===== src/rtl/pipeline_hazard_ctrl_pkg.sv =====
// Shared types for the pipeline hazard controller: FSM state encoding and the
// bundled load/flush control word consumed by the datapath.
package pipeline_hazard_ctrl_pkg;

  typedef enum logic [1:0] {
    RUN         = 2'd0,
    MEM_STALL   = 2'd1,
    FETCH_STALL = 2'd2
  } hazard_state_t;

  typedef struct packed {
    logic load_pc;
    logic load_if_id;
    logic load_id_ex;
    logic load_ex_mem;
    logic load_mem_wb;
    logic flush_if_id;
    logic flush_id_ex;
  } hazard_ctrl_t;

  localparam hazard_ctrl_t CTRL_FREEZE = 7'b00000_00;
  localparam hazard_ctrl_t CTRL_RUN    = 7'b11111_00;
  localparam hazard_ctrl_t CTRL_FLUSH  = 7'b11111_11;
  // Hold PC and IF/ID, load a bubble into ID/EX, let the back end drain.
  localparam hazard_ctrl_t CTRL_BUBBLE = 7'b00111_01;

  function automatic logic src_match(input logic uses, input logic [4:0] rs,
                                     input logic [4:0] rd);
    return uses & (rs == rd);
  endfunction

endpackage


===== src/rtl/pipeline_hazard_ctrl_if.sv =====
// Hazard sources from the datapath and the register load/flush controls back to it.
interface pipeline_hazard_ctrl_if;
  import pipeline_hazard_ctrl_pkg::*;

  logic [4:0]   id_rs1;
  logic [4:0]   id_rs2;
  logic         id_uses_rs1;
  logic         id_uses_rs2;
  logic [4:0]   ex_rd;
  logic         ex_is_load;
  logic         ex_br_taken;
  logic         icache_req;
  logic         icache_resp;
  logic         dcache_req;
  logic         dcache_resp;
  logic         load_pc;
  logic         load_if_id;
  logic         load_id_ex;
  logic         load_ex_mem;
  logic         load_mem_wb;
  logic         flush_if_id;
  logic         flush_id_ex;
  hazard_ctrl_t ctrl;

  modport master (
    input  id_rs1, id_rs2, id_uses_rs1, id_uses_rs2, ex_rd, ex_is_load,
           ex_br_taken, icache_req, icache_resp, dcache_req, dcache_resp,
    output load_pc, load_if_id, load_id_ex, load_ex_mem, load_mem_wb,
           flush_if_id, flush_id_ex, ctrl
  );

  modport slave (
    output id_rs1, id_rs2, id_uses_rs1, id_uses_rs2, ex_rd, ex_is_load,
           ex_br_taken, icache_req, icache_resp, dcache_req, dcache_resp,
    input  load_pc, load_if_id, load_id_ex, load_ex_mem, load_mem_wb,
           flush_if_id, flush_id_ex, ctrl
  );

endinterface


===== src/rtl/hazard_perf_counter.sv =====
// Saturating event counter: sticks at all-ones instead of wrapping.
module hazard_perf_counter #(
  parameter int CNT_WIDTH = 32
) (
  input  logic                 clk,
  input  logic                 rst,
  input  logic                 inc,
  output logic [CNT_WIDTH-1:0] count
);

  always_ff @(posedge clk) begin
    if (rst) begin
      count <= '0;
    end else if (inc && (count != {CNT_WIDTH{1'b1}})) begin
      count <= count + {{(CNT_WIDTH-1){1'b0}}, 1'b1};
    end
  end

endmodule


===== src/rtl/pipeline_hazard_ctrl.sv =====
// Pipeline hazard controller: freezes on cache misses, flushes on taken branches,
// inserts a single bubble on load-use, and counts each event.
module pipeline_hazard_ctrl
  import pipeline_hazard_ctrl_pkg::*;
#(
  parameter int CNT_WIDTH = 32
) (
  input  logic                 clk,
  input  logic                 rst,
  pipeline_hazard_ctrl_if.master bus,
  output logic [CNT_WIDTH-1:0] stall_cnt,
  output logic [CNT_WIDTH-1:0] bubble_cnt,
  output logic [CNT_WIDTH-1:0] flush_cnt
);

  hazard_state_t state;
  hazard_state_t state_next;
  hazard_ctrl_t  ctrl;
  logic          mem_miss;
  logic          fetch_miss;
  logic          load_use;
  logic          freeze;
  logic          inc_stall;
  logic          inc_bubble;
  logic          inc_flush;

  assign mem_miss   = bus.dcache_req & ~bus.dcache_resp;
  assign fetch_miss = bus.icache_req & ~bus.icache_resp;
  assign freeze     = mem_miss | fetch_miss;
  assign load_use   = bus.ex_is_load & (bus.ex_rd != 5'd0) &
                      (src_match(bus.id_uses_rs1, bus.id_rs1, bus.ex_rd) |
                       src_match(bus.id_uses_rs2, bus.id_rs2, bus.ex_rd));

  always_ff @(posedge clk) begin
    if (rst) begin
      state <= RUN;
    end else begin
      state <= state_next;
    end
  end

  always_comb begin
    state_next = state;
    unique case (state)
      RUN: begin
        if (mem_miss)        state_next = MEM_STALL;
        else if (fetch_miss) state_next = FETCH_STALL;
      end
      MEM_STALL: begin
        if (bus.dcache_resp) state_next = fetch_miss ? FETCH_STALL : RUN;
      end
      FETCH_STALL: begin
        if (mem_miss)             state_next = MEM_STALL;
        else if (bus.icache_resp) state_next = RUN;
      end
      default: state_next = RUN;
    endcase
  end

  // Output priority: freeze > branch flush > load-use bubble > normal advance.
  always_comb begin
    ctrl       = CTRL_FREEZE;
    inc_stall  = 1'b0;
    inc_bubble = 1'b0;
    inc_flush  = 1'b0;
    if (!rst) begin
      if (freeze) begin
        ctrl      = CTRL_FREEZE;
        inc_stall = 1'b1;
      end else if (bus.ex_br_taken) begin
        ctrl      = CTRL_FLUSH;
        inc_flush = 1'b1;
      end else if (load_use) begin
        ctrl       = CTRL_BUBBLE;
        inc_bubble = 1'b1;
      end else begin
        ctrl = CTRL_RUN;
      end
    end
  end

  assign bus.ctrl        = ctrl;
  assign bus.load_pc     = ctrl.load_pc;
  assign bus.load_if_id  = ctrl.load_if_id;
  assign bus.load_id_ex  = ctrl.load_id_ex;
  assign bus.load_ex_mem = ctrl.load_ex_mem;
  assign bus.load_mem_wb = ctrl.load_mem_wb;
  assign bus.flush_if_id = ctrl.flush_if_id;
  assign bus.flush_id_ex = ctrl.flush_id_ex;

  hazard_perf_counter #(.CNT_WIDTH(CNT_WIDTH)) u_stall_cnt (
    .clk(clk), .rst(rst), .inc(inc_stall), .count(stall_cnt)
  );

  hazard_perf_counter #(.CNT_WIDTH(CNT_WIDTH)) u_bubble_cnt (
    .clk(clk), .rst(rst), .inc(inc_bubble), .count(bubble_cnt)
  );

  hazard_perf_counter #(.CNT_WIDTH(CNT_WIDTH)) u_flush_cnt (
    .clk(clk), .rst(rst), .inc(inc_flush), .count(flush_cnt)
  );

endmodule


===== src/flat_wrapper.sv =====
// flat-port wrapper written by rule: the top's interface ports become plain ports
module pipeline_hazard_ctrl_flat import pipeline_hazard_ctrl_pkg::*;
#(
  parameter int CNT_WIDTH = 32
)
  (clk, rst, stall_cnt, bubble_cnt, flush_cnt, bus_id_rs1, bus_id_rs2, bus_id_uses_rs1, bus_id_uses_rs2, bus_ex_rd, bus_ex_is_load, bus_ex_br_taken, bus_icache_req, bus_icache_resp, bus_dcache_req, bus_dcache_resp, bus_load_pc, bus_load_if_id, bus_load_id_ex, bus_load_ex_mem, bus_load_mem_wb, bus_flush_if_id, bus_flush_id_ex, bus_ctrl);
  pipeline_hazard_ctrl_if bus_i ();
  input  logic clk;
  input  logic rst;
  output logic [CNT_WIDTH-1:0] stall_cnt;
  output logic [CNT_WIDTH-1:0] bubble_cnt;
  output logic [CNT_WIDTH-1:0] flush_cnt;
  input wire logic [$bits(bus_i.id_rs1)-1:0] bus_id_rs1;
  input wire logic [$bits(bus_i.id_rs2)-1:0] bus_id_rs2;
  input wire logic [$bits(bus_i.id_uses_rs1)-1:0] bus_id_uses_rs1;
  input wire logic [$bits(bus_i.id_uses_rs2)-1:0] bus_id_uses_rs2;
  input wire logic [$bits(bus_i.ex_rd)-1:0] bus_ex_rd;
  input wire logic [$bits(bus_i.ex_is_load)-1:0] bus_ex_is_load;
  input wire logic [$bits(bus_i.ex_br_taken)-1:0] bus_ex_br_taken;
  input wire logic [$bits(bus_i.icache_req)-1:0] bus_icache_req;
  input wire logic [$bits(bus_i.icache_resp)-1:0] bus_icache_resp;
  input wire logic [$bits(bus_i.dcache_req)-1:0] bus_dcache_req;
  input wire logic [$bits(bus_i.dcache_resp)-1:0] bus_dcache_resp;
  output wire logic [$bits(bus_i.load_pc)-1:0] bus_load_pc;
  output wire logic [$bits(bus_i.load_if_id)-1:0] bus_load_if_id;
  output wire logic [$bits(bus_i.load_id_ex)-1:0] bus_load_id_ex;
  output wire logic [$bits(bus_i.load_ex_mem)-1:0] bus_load_ex_mem;
  output wire logic [$bits(bus_i.load_mem_wb)-1:0] bus_load_mem_wb;
  output wire logic [$bits(bus_i.flush_if_id)-1:0] bus_flush_if_id;
  output wire logic [$bits(bus_i.flush_id_ex)-1:0] bus_flush_id_ex;
  output wire logic [$bits(bus_i.ctrl)-1:0] bus_ctrl;
  assign bus_i.id_rs1 = bus_id_rs1;
  assign bus_i.id_rs2 = bus_id_rs2;
  assign bus_i.id_uses_rs1 = bus_id_uses_rs1;
  assign bus_i.id_uses_rs2 = bus_id_uses_rs2;
  assign bus_i.ex_rd = bus_ex_rd;
  assign bus_i.ex_is_load = bus_ex_is_load;
  assign bus_i.ex_br_taken = bus_ex_br_taken;
  assign bus_i.icache_req = bus_icache_req;
  assign bus_i.icache_resp = bus_icache_resp;
  assign bus_i.dcache_req = bus_dcache_req;
  assign bus_i.dcache_resp = bus_dcache_resp;
  assign bus_load_pc = bus_i.load_pc;
  assign bus_load_if_id = bus_i.load_if_id;
  assign bus_load_id_ex = bus_i.load_id_ex;
  assign bus_load_ex_mem = bus_i.load_ex_mem;
  assign bus_load_mem_wb = bus_i.load_mem_wb;
  assign bus_flush_if_id = bus_i.flush_if_id;
  assign bus_flush_id_ex = bus_i.flush_id_ex;
  assign bus_ctrl = bus_i.ctrl;
  pipeline_hazard_ctrl #(.CNT_WIDTH(CNT_WIDTH)) u_core (.clk(clk), .rst(rst), .bus(bus_i), .stall_cnt(stall_cnt), .bubble_cnt(bubble_cnt), .flush_cnt(flush_cnt));
endmodule

===== config.mk =====
export PLATFORM = sky130hd
export DESIGN_NAME = pipeline_hazard_ctrl_flat
export DESIGN_NICKNAME = d
export VERILOG_FILES = /design/src/rtl/pipeline_hazard_ctrl_pkg.sv /design/src/rtl/pipeline_hazard_ctrl_if.sv /design/src/rtl/hazard_perf_counter.sv /design/src/rtl/pipeline_hazard_ctrl.sv /design/src/flat_wrapper.sv
export SDC_FILE = /design/constraint.sdc
export NUM_CORES = 1
export LEC_CHECK = 0
export BUFFER_PORTS_ARGS = -buffer_cell sky130_fd_sc_hd__buf_2
export CORE_MARGIN = 5
export CORE_UTILIZATION = 40
export CTS_CLUSTER_DIAMETER = 100
export DETAILED_ROUTE_END_ITERATION = 8
export GPL_TIMING_DRIVEN = 0
export MAX_ROUTING_LAYER = met4
export PLACE_DENSITY = 0.65
export SLEW_MARGIN = 20
export SYNTH_ARGS = -nofsm -noshare
export SYNTH_HDL_FRONTEND = slang
export SYNTH_SLANG_ARGS = --single-unit

===== constraint.sdc =====
create_clock -name clk -period 5.5 [get_ports clk]
set_input_delay 0.55 -clock clk [delete_from_list [all_inputs] [get_ports clk]]
set_output_delay 0.55 -clock clk [all_outputs]
set_load 0.01 [all_outputs]

==> Word level (Yosys, flattened, before mapping) <==
Cells that the tools add are included.
{ "classes": {"n_bitwise": 10, "mux": 13, "eq_ne": 5, "addsub": 3, "reduce_logical": 4} }
{ "op_table": {"columns": ["op", "n"], "rows": [
  ["32-bit by 1-bit adder with 32-bit output, second input constant", 3],
  ["32-bit != test, second input constant", 3],
  ["7-bit two-way mux", 4],
  ["5-bit == test", 2],
  ["1-bit two-way mux", 9],
  ["1-bit AND", 6],
  ["5-bit nonzero test", 1],
  ["1-bit logical AND", 3],
  ["1-bit inverter", 2],
  ["1-bit OR", 2]
]} }
{ "word_totals": {"register_bits": 96, "input_bits": 25, "output_inout_bits": 110, "word_cells": 38} }

==> Depth between registers and ports, before layout <==
Gate-level depths: netlist of the first run.
{ "depth": {"ltp_word": 9, "depth_mapped": 8, "ltp_nobuf": 7} }

==> By module <==
A second synthesis of the first run with hierarchy kept.
{ "unflattened": {"cells_unflattened": 634, "hier_area_um2": 5293.8} }
{ "modules_own_cells": {"columns": ["module", "area_each_um2", "seq_area_each_um2", "cells_per_inst", "n_inst"], "rows": [
  ["hazard_perf_counter", 1674.1, 640.6, 199, 3],
  ["pipeline_hazard_ctrl", 271.5, 0.0, 37, 1]
]} }

==> Worst setup path before layout of the first run <==
OpenSTA, ideal clock, no wires.
{ "synth_path": {"path_kind": "input-to-output", "startpoint": "input bus_id_rs1[3]", "endpoint": "output bus_ctrl[5]", "t_required_ps": 4950, "path_slack_ps": 2717, "path_buffers": 2, "t_arrival_ps": 2233, "stages": 7, "cell_sequence": "xor2_1 > nor4_1 > a32oi_1 > buf_2 > nor2b_1 > a21boi_0 > buf_4"} }
{ "synth_between": {"elab_chain_cells": 8} }
{ "synth_rtl": {"columns": ["element", "line", "source"], "rows": [
  ["start, declared", "flat_wrapper.sv:13", "input wire logic [$bits(bus_i.id_rs1)-1:0] bus_id_rs1;"],
  ["5-bit == test", "pipeline_hazard_ctrl_pkg.sv:29", "return uses & (rs == rd);"],
  ["1-bit AND", "pipeline_hazard_ctrl_pkg.sv:29", null],
  ["1-bit OR", "pipeline_hazard_ctrl.sv:31", "(src_match(bus.id_uses_rs1, bus.id_rs1, bus.ex_rd) |"],
  ["1-bit AND", "pipeline_hazard_ctrl.sv:30", "assign load_use = bus.ex_is_load & (bus.ex_rd != 5'd0) &"],
  ["7-bit two-way mux", "pipeline_hazard_ctrl.sv:73", "end else if (load_use) begin"],
  ["7-bit two-way mux", "pipeline_hazard_ctrl.sv:70", "end else if (bus.ex_br_taken) begin"],
  ["7-bit two-way mux", "pipeline_hazard_ctrl.sv:67", "if (freeze) begin"],
  ["7-bit two-way mux", "pipeline_hazard_ctrl.sv:66", "if (!rst) begin"],
  ["end, declared", "flat_wrapper.sv:31", "output wire logic [$bits(bus_i.ctrl)-1:0] bus_ctrl;"]
]} }
No other way between the ends.

==> Worst setup path in the final report of the first run <==
{ "layout_path": {"startpoint": "input bus_ex_rd[2]", "endpoint": "output bus_ctrl[6]"} }
{ "layout_between": {"elab_chain_cells": 8, "elab_cells_between_ends": 12, "classes_between": "2 x eq/ne; 4 x mux; 5 x bitwise; 1 x reduce/logical"} }
{ "layout_rtl": {"columns": ["element", "line", "source"], "rows": [
  ["start, declared", "flat_wrapper.sv:17", "input wire logic [$bits(bus_i.ex_rd)-1:0] bus_ex_rd;"],
  ["5-bit == test", "pipeline_hazard_ctrl_pkg.sv:29", null],
  ["1-bit AND", "pipeline_hazard_ctrl_pkg.sv:29", null],
  ["1-bit OR", "pipeline_hazard_ctrl.sv:31", null],
  ["1-bit AND (*)", "pipeline_hazard_ctrl.sv:30", null],
  ["7-bit two-way mux (*)", "pipeline_hazard_ctrl.sv:73", null],
  ["7-bit two-way mux (*)", "pipeline_hazard_ctrl.sv:70", null],
  ["7-bit two-way mux (*)", "pipeline_hazard_ctrl.sv:67", null],
  ["7-bit two-way mux (*)", "pipeline_hazard_ctrl.sv:66", null]
]} }
Every way passes the cells marked *; elsewhere a longest branch is shown, timed or not.

==> out/qor.yml, run 1 <==
finalSetupViolCount: 0
maxCapViolations: 0
drive_gt1_share_pct: 26.1
routed_wl_mm: 13.0
clockBufferDepth: 2
rows: 40
routedWlPerCell_um: 14.9
grt_pass1_vias: 4476
r2r_start: "u_core.u_bubble_cnt.count[9]$_SDFFE_PP0P_"
via_per_inst: 5.23
io_buffers: 134
num_io_pins: 135
antenna_found_initial: 0
cpMaxStageDelayCell: "a32oi_1"
worstHoldStart: "u_core.u_flush_cnt.count[21]$_SDFFE_PP0P_"
startpoint: "bus_ex_rd[2]"
initial_utilization_pct: 41.0
fmax_ghz: 0.303
core_area_mm2: 0.0120
dieArea_mm2: 0.0146
fin_tns_setup_ps: 0
fill_cells: 1168
intPower_mw: 1.05
period_minus_slack_ps: 3300
root_buffer: "clkbuf_16"
finalCritPeriodShare_pct: 59.9
layout_common_cells: "buf_2, dfxtp_1, nor2_1"
post_cts_resized: 0
gp_congestion: 0.838
syn_avg_cell_area_um2: 8.47
ant_nets: 0
area_growth_pct: 23.0
drt_iter0_markers: 297
grt_max_degree: 16
p_per_area_mw_per_mm2: 227
numCtsBuffers: 9
grt_first_pass_wirelength_mm: 21.7
synthArstFlopShare_pct: 0
synth.distinct_cells: 50
dr_total_vias: 4596
die_h_um: 121
p_comb_share_pct: 5.9
seq_power_share_pct: 50.9
max-slew-margin-rel_pct: 36.0
final_nets: 754
hold_buffers: 0
cp.arrival_ps: 2750
p_clk_share_pct: 43.2
drt-pass1-iter-count: 4
seq_area_frac_synth_pct: 39.1
track_usage_pct: 18.6
synth_seq_cells: 96
grt_setup_unrepaired: "false"
layout.cells.most_common: "buf_2"
path_max_fanout: 10
yosys_warnings: 0
cts.reportedPaths.clkPinSlew_ps: 70
hpwl_mm: 9.96
syn_nets: 609
grt_overflow: 0
multi_input_area_mm2: 0.00275
drcViolationCount: 0
clock_sinks: 96
crit_required_ps: 4950
holdWs_ps: 506
max_stage_delay_ps: 620
switchingPower_mw: 0.325
clock_skew_ps: 4.70
tightestPinTransition_ps: 952
synth-edff-count: 0
synth_area_mm2: 0.00492
ys.flop_type: "dfxtp_1"
h-tree-depth: 3
regArea_mm2: 0.00192
clk_latency_ps: 340
syn-instance-count: 581
critical_path_buf_inv_count: 4
cp_common_cell: "buf_2"
dieWidth_um: 121
cp_cell_sequence: "buf_2 > xor2_1 > nor4_1 > a32oi_1 > buf_2 > nor2b_1 > a21boi_0 > buf_4 > buf_2"
startpoint_type: "input pin"
hold_viol_final: 0
hold_class: "register to register"
p_sw_share_pct: 23.6
post-cts-setup-buffers: 0
end_kind: "output pin"
diodes: 0
ir_drop_uv: 106
crit_type: "input pin to output pin"
cpLargestDelayFamily: "compound AO/OA/AOI/OAI gates"
leakage_nw: 2.45
status: "complete, no violations"
drv_slew: 0
cts_tree: "built"
[registers in the layout (all words and copies together), names as in the netlist]
register,flops
u_core.u_flush_cnt.count,32
u_core.u_stall_cnt.count,32
u_core.u_bubble_cnt.count,32
[final cells by class]
class                   instances  share of cell area, %
plain buffers                  29                   3.19
clock buffers                  12                   4.07
flip-flops and latches         96                   31.8
well taps                     147                   3.04
multi-input cells             441                   45.4
inverters                      15                  0.931
clock inverters                 4                  0.476
repair buffers                134                   11.1
[final timing paths]
kind / to / slack (ps) / depth (start not counted)
worst max register to register: u_core.u_bubble_cnt.count[26]$_SDFFE_PP0P_ / 3080 / 6
worst min-delay path: u_core.u_flush_cnt.count[21]$_SDFFE_PP0P_ / 510 / 2
worst max-delay path: bus_ctrl[6] / 2200 / 9
worst min register to register: u_core.u_flush_cnt.count[21]$_SDFFE_PP0P_ / 510 / 2
[worst reg2reg max path, stage by stage, from the launching register on]
cell and delay, ps:
dfxtp_1 430, nand4_1 270, nor4_1 580, nand2_1 230, nor3_1 380, nand3_1 130
mux2_2 290
[layer usage]
metal | part of all wire [%] | global-route usage [%]
met2 | 47 | 28.9
met5 | 0 | -
met4 | 2.0 | 7.58
met3 | 4.1 | 3.03
met1 | 46 | 24.2
[Yosys cell counts (all sizes together), types with 5 or more instances]
cell type | number | area share (%)
and3 | 11 | 1.4
dfxtp | 96 | 39
and2 | 8 | 1.1
nor4 | 19 | 3.5
nor2 | 95 | 7.2
nand3 | 29 | 3.0
or4 | 5 | 0.84
o21ai | 14 | 1.4
inv | 15 | 1.1
nand2 | 39 | 3.0
nor3 | 20 | 2.0
xnor2 | 43 | 7.7
xor2 | 41 | 7.3
nor2b | 5 | 0.64
and4 | 10 | 1.8
buf | 16 | 2.3
clkbuf | 13 | 1.6
or3 | 10 | 1.3
nand4 | 38 | 5.0
a21oi | 15 | 1.5
[power by group through the flow]
stage,Combinational (mW),Sequential (mW),Clock [mW]
after floorplan,0.0481,0.716,0
after global placement,0.0801,0.716,0
after detailed placement,0.0824,0.716,0
after CTS,0.0828,0.700,0.611
after global routing,0.0894,0.700,0.640
final,0.0809,0.700,0.594
[per-stage QoR]
step | cells | setup slack [ps] | utilization [%] | area [um2] | power, mW
finish | 878 | 2200 | 50.4 | 6050 | 1.38
global placement | 862 | 2270 | 48.1 | 5770 | 0.796
floorplan | 581 | 2720 | - | 4920 | 0.765
global route | 878 | 1940 | 50.4 | 6050 | 1.43
CTS | 878 | 2170 | 50.4 | 6050 | 1.39
detailed placement | 862 | 2180 | 48.1 | 5770 | 0.799
[kinds of logic after synthesis]
kind of cell    share of synthesized area, %
compound gates                          7.02
xor+xnor                                15.0
fa+ha+maj                              0.763
buf+inv                                 5.06
flops                                   39.1
mux                                     1.12
simple gates                            32.0
Note: power is estimated with default switching activity, not from simulation.
==> run 2: changes to the inputs <==
--- a/config.mk
+++ b/config.mk
@@ -12,7 +12,7 @@
 export DETAILED_ROUTE_END_ITERATION = 8
 export GPL_TIMING_DRIVEN = 0
 export MAX_ROUTING_LAYER = met4
-export PLACE_DENSITY = 0.65
+export PLACE_DENSITY = 0.67
 export SLEW_MARGIN = 20
 export SYNTH_ARGS = -nofsm -noshare
 export SYNTH_HDL_FRONTEND = slang
==> constraint.sdc (replaced) <==
create_clock -name clk -period 2.8 [get_ports clk]
set_input_delay 0.28 -clock clk [delete_from_list [all_inputs] [get_ports clk]]
set_output_delay 0.28 -clock clk [all_outputs]
set_load 0.01 [all_outputs]
==> run 2 against run 1 <==
Sequential cell count is the same; clock power grew 97%; via count grew 1.8%; global-route usage grew 0.15 points; clock skew grew 2.4 ps; wire length grew 0.18%; first-iteration DRC count shrank 11%; critical path depth is the same; combinational power grew 98%; design area grew 0.10%; largest cell class unchanged; largest power group unchanged; highest routed layer unchanged.
==> out/qor.yml, run 2 (synthesis results as in run 1) <==
post_cts_resized: 1  # was 0
finalCritPeriodShare_pct: 92.5
tightestPinTransition_ps: 853  # was 952 ps
core_area_mm2: 0.0120  # unchanged
fmax_ghz: 0.386
numCtsBuffers: 9  # unchanged
reg2reg_to: "u_core.u_bubble_cnt.count[26]$_SDFFE_PP0P_"  # unchanged
reg_top3: "u_core.u_bubble_cnt.count x32, u_core.u_flush_cnt.count x32, u_core.u_stall_cnt.count x32"  # unchanged
hold_viol_final: 0  # unchanged
multi_input_area_mm2: 0.00276  # was 0.00275 mm2
clock_sinks: 96  # unchanged
regArea_mm2: 0.00192  # unchanged
hpwl_mm: 10.0  # was 9.96 mm
leakage_nw: 2.46  # was 2.45 nW
clock_skew_ps: 7.11  # was 4.70 ps
drive_gt1_share_pct: 26.1  # about the same
worstSetupEndpoint: "bus_ctrl[6]"  # unchanged
cts.reportedPaths.clkPinSlew_ps: 60  # was 70 ps
initial_utilization_pct: 41.0  # unchanged
num_io_pins: 135  # unchanged
max-slew-margin-rel_pct: 42.7  # was 36.0%
fill_cells: 1180  # was 1,168
cpMaxStageDelayCell: "a32oi_2"  # was a32oi_1
diodes: 0  # unchanged
stdcell_count: 876  # was 878
gp_congestion: 0.879  # was 0.838
p_per_area_mw_per_mm2: 446  # was 227 mW/mm2
crit_type: "input pin to output pin"  # unchanged
cts_tree: "built"  # unchanged
routed_wl_mm: 13.1  # was 13.0 mm
layout_common_cells: "buf_2, dfxtp_1, nor2_1"  # unchanged
dr_total_vias: 4680  # was 4,596
maxCapViolations: 0  # unchanged
setup_ws_ps: 211  # was 2200 ps
dieArea_mm2: 0.0146  # unchanged
track_usage_pct: 18.8  # was 18.6%
drt-pass1-iter-count: 5  # was 4
pre_cts_ws_ps: -70.4  # was 2180 ps
drt_iter0_markers: 264  # was 297
grt_first_pass_wirelength_mm: 21.9  # was 21.7 mm
cp_cell_sequence: "buf_2 > xor2_1 > nor4_1 > a32oi_2 > buf_2 > nor2b_1 > a21boi_0 > buf_4 > buf_2"  # was buf_2 > xor2_1 > nor4_1 > a32oi_1 > buf_2 > nor2b_1 > a21boi_0 > buf_4 > buf_2
dieWidth_um: 121  # unchanged
r2r_slack_ps: 270  # was 3080 ps
clk_latency_ps: 350  # was 340 ps
routedWlPerCell_um: 14.9  # about the same
end_kind: "output pin"  # unchanged
post-cts-setup-buffers: 0  # unchanged
ant_nets: 0  # unchanged
drcViolationCount: 0  # unchanged
finalSetupViolCount: 0  # unchanged
place_area_mm2: 0.00577  # unchanged
drv_slew: 0  # unchanged
die_h_um: 121  # unchanged
grt_overflow: 0  # unchanged
grt_pass1_vias: 4615  # was 4,476
final_nets: 754  # unchanged
max_stage_delay_ps: 460  # was 620 ps
stdcell_area_mm2: 0.00606  # was 0.00605 mm2
grt_max_degree: 14  # was 16
period_minus_slack_ps: 2590
layout.cells.most_common: "buf_2"  # unchanged
antenna_found_initial: 0  # unchanged
grt_setup_unrepaired: "false"  # unchanged
hold_class: "register to register"  # unchanged
area_growth_pct: 23.1  # was 23.0%
hold_buffers: 0  # unchanged
reg2reg_depth: 6  # unchanged
dp.cells: 862  # unchanged
holdWs_ps: 502  # was 506 ps
rows: 40  # unchanged
root_buffer: "clkbuf_16"  # unchanged
h-tree-depth: 3  # unchanged
startpoint_type: "input pin"  # unchanged
cp.arrival_ps: 2310  # was 2750 ps
fin_tns_setup_ps: 0  # unchanged
r2r_start: "u_core.u_bubble_cnt.count[9]$_SDFFE_PP0P_"  # unchanged
path_max_fanout: 10  # unchanged
startpoint: "bus_ex_rd[3]"  # was bus_ex_rd[2]
io_buffers: 134  # unchanged
clockBufferDepth: 2  # unchanged
via_per_inst: 5.34  # was 5.23
crit_required_ps: 2520  # was 4950 ps
ir_drop_uv: 267  # was 106 uV
status: "complete, no violations"  # unchanged
cp_common_cell: "buf_2"  # unchanged
run 2: cell types whose count changed in the layout (fill, tap and decap cells not counted):
cell        previous run  this run
clkinv_2               1         0
clkinvlp_4             2         0
clkbuf_8               4         6
a32oi_2                0         1
a32oi_1                1         0
inv_6                  1         0
run 2: per-layer routing:
| metal | GRT usage (%) | part of all wire, % | up-vias |
|---|---|---|---|
| met3 | 4.52 | 5.1 | 18 |
| met4 | 6.94 | 1.9 | 0 |
| met2 | 31.2 | 50 | 121 |
| li1 | - | - | 2316 |
| met1 | 22.1 | 43 | 2225 |
| met5 | - | 0 | - |
run 2: final cells by class:
| type | instances | area share [%] |
|---|---|---|
| timing repair buffer | 134 | 11.1 |
| buffer | 29 | 3.18 |
| multi-input combinational | 441 | 45.5 |
| clock buffer | 14 | 4.52 |
| sequential | 96 | 31.7 |
| inverter | 15 | 0.930 |
| tap | 147 | 3.04 |
run 2: stage by stage:
stage / power (mW) / utilization [%]
final: 2.70 / 50.4
after global routing: 2.82 / 50.4
after global placement: 1.56 / 48.1
after detailed placement: 1.57 / 48.1
after floorplan: 1.50 / -
after CTS: 2.75 / 50.4
run 2: power by group:
group	total [mW]	leakage (nW)	switching [mW]	internal [mW]
Combinational	0.160	1.56	0.0945	0.0659
Sequential	1.38	0.773	0.00677	1.37
Clock	1.17	0.135	0.499	0.666
run 2: worst min-delay path by stage:
stage                                                 to                                      start  cells past startpoint  slack, ps
2_1_floorplan  u_core.u_flush_cnt.count[21]$_SDFFE_PP0P_  u_core.u_flush_cnt.count[21]$_SDFFE_PP0P_                      2        510
3_3_place_gp   u_core.u_flush_cnt.count[21]$_SDFFE_PP0P_  u_core.u_flush_cnt.count[21]$_SDFFE_PP0P_                      2        480
3_5_place_dp   u_core.u_flush_cnt.count[21]$_SDFFE_PP0P_  u_core.u_flush_cnt.count[21]$_SDFFE_PP0P_                      2        490
4_1_cts        u_core.u_flush_cnt.count[21]$_SDFFE_PP0P_  u_core.u_flush_cnt.count[21]$_SDFFE_PP0P_                      2        500
5_1_grt        u_core.u_flush_cnt.count[20]$_SDFFE_PP0P_  u_core.u_flush_cnt.count[20]$_SDFFE_PP0P_                      2        550
6_report       u_core.u_flush_cnt.count[21]$_SDFFE_PP0P_  u_core.u_flush_cnt.count[21]$_SDFFE_PP0P_                      2        500
run 2: worst max-delay path: cells and delay by family:
family / cells / cell delay [ps]
buf+inv: 4 / 760
simple gates: 2 / 200
compound gates: 2 / 890
xor+xnor: 1 / 170
==> run 3: changes to the inputs <==
--- a/config.mk
+++ b/config.mk
@@ -6,14 +6,12 @@
 export NUM_CORES = 1
 export LEC_CHECK = 0
 export BUFFER_PORTS_ARGS = -buffer_cell sky130_fd_sc_hd__buf_2
-export CORE_MARGIN = 5
 export CORE_UTILIZATION = 40
 export CTS_CLUSTER_DIAMETER = 100
 export DETAILED_ROUTE_END_ITERATION = 8
 export GPL_TIMING_DRIVEN = 0
 export MAX_ROUTING_LAYER = met4
 export PLACE_DENSITY = 0.67
-export SLEW_MARGIN = 20
 export SYNTH_ARGS = -nofsm -noshare
 export SYNTH_HDL_FRONTEND = slang
 export SYNTH_SLANG_ARGS = --single-unit
==> run 3 against run 2 <==
Non-clock buffer count unchanged; utilization grew 0.41 points; design area rose by 0.81%; critical path depth is the same; worst hold slack lost 9.5 ps; via count down 0.64%.
==> out/qor.yml, run 3 (synthesis results as in run 1) <==
routed.top_layer: "met4"  # unchanged
area_growth_pct: 24.1  # was 23.1%
dieWidth_um: 113  # was 121 um
routed_wl_mm: 12.6  # was 13.1 mm
hold_viol_final: 0  # unchanged
io_buffers: 134  # unchanged
layout_common_cells: "buf_2, dfxtp_1, nor2_1"  # unchanged
layout.cells.most_common: "buf_2"  # unchanged
drt-pass1-iter-count: 4  # was 5
track_usage_pct: 20.4  # was 18.8%
numCtsBuffers: 9  # unchanged
reg_top3: "u_core.u_bubble_cnt.count x32, u_core.u_flush_cnt.count x32, u_core.u_stall_cnt.count x32"  # unchanged
p_per_area_mw_per_mm2: 470  # was 446 mW/mm2
tightestPinTransition_ps: 827  # was 853 ps
met2WireLength_mm: 6.21  # was 6.48 mm
r2r_slack_ps: 320  # was 270 ps
via_per_inst: 5.30  # was 5.34
dr_total_vias: 4650  # was 4,680
max-slew-margin-rel_pct: 44.4  # was 42.7%
drv_slew: 0  # unchanged
post_cts_resized: 1  # unchanged
status: "complete, no violations"  # unchanged
die_h_um: 113  # was 121 um
ant_nets: 0  # unchanged
finalCritPeriodShare_pct: 91.5  # was 92.5%
drive_gt1_share_pct: 26.4  # was 26.1%
hold_buffers: 0  # unchanged
path_max_fanout: 10  # unchanged
initial_utilization_pct: 41.0  # unchanged
cts.reportedPaths.clkPinSlew_ps: 60  # about the same
core_area_mm2: 0.0120  # unchanged
drcViolationCount: 0  # unchanged
cts_tree: "built"  # unchanged
diodes: 0  # unchanged
post-cts-setup-buffers: 0  # unchanged
wl_met1_mm: 5.79  # was 5.67 mm
hpwl_mm: 9.47  # was 10.0 mm
clk_latency_ps: 350  # about the same
grt_first_pass_wirelength_mm: 20.3  # was 21.9 mm
leakage_nw: 2.48  # was 2.46 nW
hold_class: "register to register"  # unchanged
wl_met3_um: 439  # was 671 um
h-tree-depth: 3  # unchanged
clockBufferDepth: 2  # unchanged
root_buffer: "clkbuf_16"  # unchanged
grt_overflow: 0  # unchanged
clock_sinks: 96  # unchanged
fmax_ghz: 0.390  # was 0.386 GHz
startpoint_type: "input pin"  # unchanged
cp.arrival_ps: 2280  # was 2310 ps
clock_skew_ps: 5.99  # was 7.11 ps
period_minus_slack_ps: 2560  # was 2590 ps
ir_drop_uv: 250  # was 267 uV
num_io_pins: 135  # unchanged
grt_max_degree: 16  # was 14
fin_tns_setup_ps: 0  # unchanged
rows: 40  # unchanged
drt_iter0_markers: 295  # was 264
finalSetupViolCount: 0  # unchanged
routedWlPerCell_um: 14.4  # was 14.9 um
grt_setup_unrepaired: "false"  # unchanged
antenna_found_initial: 0  # unchanged
gp_congestion: 0.879  # about the same
crit_required_ps: 2520  # about the same
holdWs_ps: 493  # was 502 ps
end_kind: "output pin"  # unchanged
grt_pass1_vias: 4240  # was 4,615
fill_cells: 1172  # was 1,180
dieArea_mm2: 0.0127  # was 0.0146 mm2
crit_type: "input pin to output pin"  # unchanged
final_nets: 754  # unchanged
maxCapViolations: 0  # unchanged
## run 3: cell count changes in the layout (fill, tap and decap cells not counted), sizes merged
cell,previous run,this run
clkinvlp,0,2
clkinv,0,1
bufinv,0,2
clkbuf,27,24
## run 3: report_power, final
| group | internal, mW | total, mW | switching (mW) |
|---|---|---|---|
| Sequential | 1.37 | 1.38 | 0.00673 |
| Combinational | 0.0657 | 0.158 | 0.0927 |
| Clock | 0.806 | 1.33 | 0.528 |
| Total | 2.24 | 2.87 | 0.627 |
## run 3: path summary, 6_finish.rpt
path / from / endpoint / depth (start not counted)
worst max-delay path: bus_ex_rd[3] / bus_load_pc / 9
worst min-delay path: u_core.u_flush_cnt.count[21]$_SDFFE_PP0P_ / u_core.u_flush_cnt.count[21]$_SDFFE_PP0P_ / 2
worst max register to register: u_core.u_bubble_cnt.count[9]$_SDFFE_PP0P_ / u_core.u_bubble_cnt.count[26]$_SDFFE_PP0P_ / 6
worst min register to register: u_core.u_flush_cnt.count[21]$_SDFFE_PP0P_ / u_core.u_flush_cnt.count[21]$_SDFFE_PP0P_ / 2
## run 3: layout make-up
type | instances | area [um2] | share of cell area, %
Multi-Input combinational cell | 441 | 2760 | 45.2
Sequential cell | 96 | 1920 | 31.5
Timing Repair Buffer | 134 | 671 | 11.0
Clock buffer | 11 | 243 | 3.98
Buffer | 29 | 193 | 3.16
Tap cell | 147 | 184 | 3.01
Clock inverter | 5 | 80.1 | 1.31
Inverter | 15 | 56.3 | 0.922
## run 3: metrics by stage
stage	std cells	util [%]	power [mW]	setup slack, ps	cell area [um2]
final	878	50.8	2.87	238	6100
after global routing	878	50.8	2.97	135	6100
after CTS	878	50.8	2.91	211	6100
after detailed placement	862	48.1	1.57	4.97	5770
after global placement	862	48.1	1.56	11.1	5770
after floorplan	581	-	1.50	557	4920
## run 3: per-layer routing
metal / GRT usage, % / up-vias
met4: 7.63 / 0
met1: 24.5 / 2214
li1: - / 2319
met5: - / -
met2: 34.0 / 101
met3: 3.80 / 16
## run 3: critical path, stage by stage
cell and delay (ps):
buf_2 120, xnor2_1 110, and2_1 170, a32oi_2 400, buf_2 310, nor2b_1 110, a21boi_0 470, buf_4 190
buf_2 120
